`src/rtl/counter_pkg.sv`:
```
// counter_pkg: shared direction/mode encodings and width limits for the counter family
package counter_pkg;
  localparam logic DIR_UP    = 1'b1;
  localparam logic DIR_DOWN  = 1'b0;
  localparam logic MODE_WRAP = 1'b0;
  localparam logic MODE_SAT  = 1'b1;
  localparam int   MIN_WIDTH = 2;
  localparam int   MAX_WIDTH = 32;
endpackage

```
`src/rtl/counter_prescaler.sv`:
```
// counter_prescaler: emits tick on every PRESCALE-th enabled cycle; clear restarts the phase
module counter_prescaler #(
  parameter int PRESCALE = 4
) (
  input  logic clock,
  input  logic reset,
  input  logic clear,
  input  logic enable,
  output logic tick
);
  localparam int PW = PRESCALE > 1 ? $clog2(PRESCALE) : 1;
  logic [PW-1:0] cnt_q, cnt_d;
  assign tick  = enable && cnt_q == PW'(PRESCALE - 1);
  assign cnt_d = clear ? '0 : !enable ? cnt_q : tick ? '0 : cnt_q + PW'(1);
  always_ff @(posedge clock) cnt_q <= reset ? '0 : cnt_d;
endmodule

```
`src/rtl/param_updown_counter.sv`:
```
// param_updown_counter: up/down counter with runtime max, load, wrap/saturate; COUNTER_PRESCALE_EN adds a step prescaler
module param_updown_counter
  import counter_pkg::*;
#(
  parameter int               WIDTH       = 4,
  parameter logic [WIDTH-1:0] RESET_VALUE = '0
`ifdef COUNTER_PRESCALE_EN
  , parameter int             PRESCALE    = 4
`endif
) (
  input  logic             clock,
  input  logic             reset,
  input  logic             enable,
  input  logic             up_down,
  input  logic             sat_mode,
  input  logic             load,
  input  logic [WIDTH-1:0] load_value,
  input  logic [WIDTH-1:0] max_value,
  input  logic             clear_ovf,
  output logic [WIDTH-1:0] counter_out,
  output logic             wrap_pulse,
  output logic             overflow,
  output logic             at_max,
  output logic             at_zero
`ifdef COUNTER_PRESCALE_EN
  , output logic           prescale_tick
`endif
);
  logic [WIDTH-1:0] cnt_q, cnt_d;
  logic wrap_q, wrap_d, ovf_q, ovf_d, ovf_evt, step;
`ifdef COUNTER_PRESCALE_EN
  counter_prescaler #(.PRESCALE(PRESCALE)) u_prescaler (
    .clock  (clock),
    .reset  (reset),
    .clear  (load),
    .enable (enable),
    .tick   (step)
  );
  assign prescale_tick = step && !load;
`else
  assign step = enable;
`endif
  assign at_max  = cnt_q >= max_value;
  assign at_zero = cnt_q == '0;
  always_comb begin
    cnt_d   = cnt_q;
    wrap_d  = 1'b0;
    ovf_evt = 1'b0;
    if (load) cnt_d = (load_value > max_value) ? max_value : load_value;
    else if (step && up_down == DIR_UP) begin
      ovf_evt = at_max;
      wrap_d  = at_max && sat_mode == MODE_WRAP;
      cnt_d   = !at_max ? cnt_q + WIDTH'(1) : wrap_d ? '0 : cnt_q;
    end else if (step) begin
      ovf_evt = at_zero;
      wrap_d  = at_zero && sat_mode == MODE_WRAP;
      cnt_d   = !at_zero ? cnt_q - WIDTH'(1) : wrap_d ? max_value : cnt_q;
    end
  end
  // a new overflow event beats a coincident clear
  assign ovf_d = ovf_evt || (ovf_q && !clear_ovf);
  always_ff @(posedge clock) begin
    if (reset) begin
      cnt_q  <= RESET_VALUE;
      wrap_q <= 1'b0;
      ovf_q  <= 1'b0;
    end else begin
      cnt_q  <= cnt_d;
      wrap_q <= wrap_d;
      ovf_q  <= ovf_d;
    end
  end
  assign counter_out = cnt_q;
  assign wrap_pulse  = wrap_q;
  assign overflow    = ovf_q;
endmodule

```
`config.mk`:
```
export PLATFORM = sky130hd
export DESIGN_NAME = param_updown_counter
export DESIGN_NICKNAME = d
export VERILOG_FILES = /design/src/rtl/counter_pkg.sv /design/src/rtl/counter_prescaler.sv /design/src/rtl/param_updown_counter.sv
export SDC_FILE = /design/constraint.sdc
export NUM_CORES = 1
export LEC_CHECK = 0
export CORE_AREA = 8 8 53 55
export DETAILED_ROUTE_END_ITERATION = 16
export DIE_AREA = 0 0 61 63
export PLACE_DENSITY = 0.7
export SYNTH_ARGS = -nofsm -noshare
export SYNTH_HDL_FRONTEND = slang
export SYNTH_SLANG_ARGS = --single-unit
```
`constraint.sdc`:
```
create_clock -name clock -period 2.3 [get_ports clock]
set_clock_uncertainty 0.15 [all_clocks]
set_input_delay 0.46 -clock clock [delete_from_list [all_inputs] [get_ports clock]]
set_output_delay 0.46 -clock clock [all_outputs]
set_load 0.01 [all_outputs]
```
==> metrics <==
clock tree root driver cell sky130_fd_sc_hd__clkbuf_4; number of nets in the finished design 181; Tightest Pin Transition 0.417 ns; number of vias after detailed routing 999; routed len/inst 15.2 µm; count of fill cells added during filler insertion 169; count of unique library cells instantiated by Yosys 38; average vias per placed instance 5.52; # clock sinks 6; post-route setup slack 0.0230 ns; Synth Net Count 123; path type of the worst min-delay path flip-flop to flip-flop; final hold slack 0.326 ns; worst min-delay path startpoint overflow$_SDFF_PP0_; cell count after synthesis 97; clk slew on worst S/H paths 0.05 ns; # hold bufs at CTS 0; arrival time reported for the critical path endpoint 2.27 ns; antenna diode instance count 0; number of global-route vias before repair 994; share of the clock period used by the worst path 99.0%; IR Drop Worst-Case VDD 382 µV; setup-violating endpoint count in the final report 0; height of the chip 63 µm; remaining antenna violation count after routing 0; summed negative setup slack over all endpoints 0 ns; Worst slew margin 72.2%; areal power density over the cells 474 nW/µm²; reg-to-reg critical path startpoint counter_out[0]$_SDFFE_PP0P_; kind of critical path flip-flop to flip-flop; wire length on met3 183 µm; synth-to-layout area growth 78.3%; number of synthesized flops with an enable pin 0; depth of the CTS H-tree 1; kind of end point of the critical path flip-flop; amount of wire on met2 after detailed routing 1.41 mm; routability-driven placement congestion ratio 0.959; first-pass GRT wire length 4.35 mm; residual DRC count 0; later-pin clock latency in the skew report 0.26 ns; standby leakage power 0.000626 µW; Startpoint Class flip-flop; post-synthesis average cell area 7.86 µm²; Synth area leaders sky130_fd_sc_hd__ha_1 18%, sky130_fd_sc_hd__dfxtp_1 16%, sky130_fd_sc_hd__a21oi_1 6.6%; fraction of final layout cells with drive strength greater than 1 40.5%; TritonCTS clock tree built; maximum operating frequency 439 MHz; TritonCTS Buffers 3; Die ar. 3840 µm²; all-layer global routing usage 14.7%; total power draw 644 µW; Die W 61 µm; wire length reported by the detailed router 2.76 mm; number of warning messages in the yosys log 0; dominant cell type by area after synthesis sky130_fd_sc_hd__ha_1; initial cell density of the core 36.9%; routed length on met1 1.07 mm; maximum fanout along the worst path 4; share of flip-flops with an asynchronous set or reset 0%; 1st-iter DRT viols 20; Place WS -0.630 ns; buffers from clock root to sink, at most 2; RSZ-0062 raised after global routing yes; placement row count 17; most used flip-flop cell after synthesis sky130_fd_sc_hd__dfxtp_1; synthesized flop and latch total 6; placed insts 171; critical path data required time 2.29 ns; final worst path period need 2.28 ns; count of port buffers added during placement 22; hold violation total from the final report 0; share of synthesized area occupied by flip-flops and latches 15.8%; First-pass DRT Iterations 4; HPWL after DPL 2.10 mm; number of antenna violations at the first check in global routing 0; Top-Level Pins 23; Mapped Area 762 µm²; beginning of the critical path counter_out[0]$_SDFFE_PP0P_; uppermost layer routed met4; final max-slew violation count 0; total global routing overflow 0; outcome complete, no violations; total of max-cap violations 0; Synth top area share 18.1%; placeable core region 2060 µm²; most used standard cell by instance count after synthesis sky130_fd_sc_hd__ha_1; most numerous cell types in the synthesized netlist 11 x sky130_fd_sc_hd__ha_1, 10 x sky130_fd_sc_hd__a21oi_1, 10 x sky130_fd_sc_hd__inv_1, 10 x sky130_fd_sc_hd__nand2_1, 6 x sky130_fd_sc_hd__dfxtp_1; fin cells 181; maximum number of pins on one net before global-route repair 13
sequential cells by signal (all words and copies together), names as in the netlist:
register / count
counter_out: 4
overflow: 1
wrap_pulse: 1
worst max-delay path, cell delays in order (launching register included):
cell and delay, ns:
sky130_fd_sc_hd__dfxtp_2 0.33, sky130_fd_sc_hd__inv_4 0.07, sky130_fd_sc_hd__buf_4 0.13, sky130_fd_sc_hd__ha_2 0.18, sky130_fd_sc_hd__or3b_4 0.41, sky130_fd_sc_hd__a311o_1 0.34, sky130_fd_sc_hd__or4_1 0.46, sky130_fd_sc_hd__o41ai_2 0.09
layer usage:
metal | vias up | track usage [%]
met1 | 454 | 15.0
li1 | 487 | -
met5 | - | 0
met4 | 0 | 9.33
met3 | 14 | 5.14
met2 | 44 | 24.2
report_power, final:
part / leakage, µW / switching, µW / total, µW / internal [µW]
registers: 0.0000497 / 14.7 / 132 / 117
clock network: 0.0000138 / 46.3 / 106 / 59.6
logic: 0.000562 / 187 / 407 / 220
placed cells by master, fill, tap and decap left out, drive strengths merged, types with 2 or more instances in the layout:
master and instances:
buf 37, clkdlybuf4s50 16, ha 11, nand2 10
a21oi 10, inv 10, dfxtp 6, a211oi 5
a21o 3, nand3 3, clkbuf 3, or3b 3
nor2 3, o211a 2, nor2b 2, a221oi 2
or4 2, a211o 2, o22ai 2, o41ai 2
o32ai 2, clkdlybuf4s15 2
metrics by stage:
| step | utilization [%] | instance area, µm² |
|---|---|---|
| 2_1_floorplan | - | 771 |
| 3_3_place_gp | 58.6 | 1210 |
| 3_5_place_dp | 58.6 | 1210 |
| 4_1_cts | 64.0 | 1320 |
| 5_1_grt | 65.9 | 1360 |
| 6_report | 65.9 | 1360 |
cells by family after synthesis:
| family | count (synthesis) | synth area share [%] |
|---|---|---|
| XOR/XNOR | 2 | 2.30 |
| AND/OR/NAND/NOR | 28 | 20.0 |
| flip-flops | 6 | 15.8 |
| adder cells (fa/ha/maj) | 11 | 18.1 |
| multiplexers | 1 | 1.48 |
| buffers and inverters | 13 | 7.55 |
| AO/OA/AOI/OAI | 36 | 34.8 |
repair_timing:
action / CTS / global route
endpoints found under the hold margin: 0 / 0
cloned: 0 / 0
gates resized for setup: 27 / 13
setup buffers: 6 / 2
pin swaps: 8 / 13
endpoints found under the setup margin: 6 / 5
path summary, 6_finish.rpt:
path	endpoint	slack [ns]	cells after the start
worst max-delay path	counter_out[1]$_SDFFE_PP0P_	0.02	7
worst min-delay path	overflow$_SDFF_PP0_	0.33	2
worst max register to register	counter_out[1]$_SDFFE_PP0P_	0.02	7
worst min register to register	overflow$_SDFF_PP0_	0.33	2
area by class of cell:
cell class | instances | area [µm²] | area share [%]
Timing Repair Buffer | 56 | 464 | 34.2
Clock buffer | 3 | 22.5 | 1.66
Tap cell | 28 | 35.0 | 2.58
Sequential cell | 6 | 121 | 8.93
Multi-Input combinational cell | 78 | 676 | 49.7
Inverter | 10 | 40.0 | 2.95
Power figures use the tool's default switching activity.
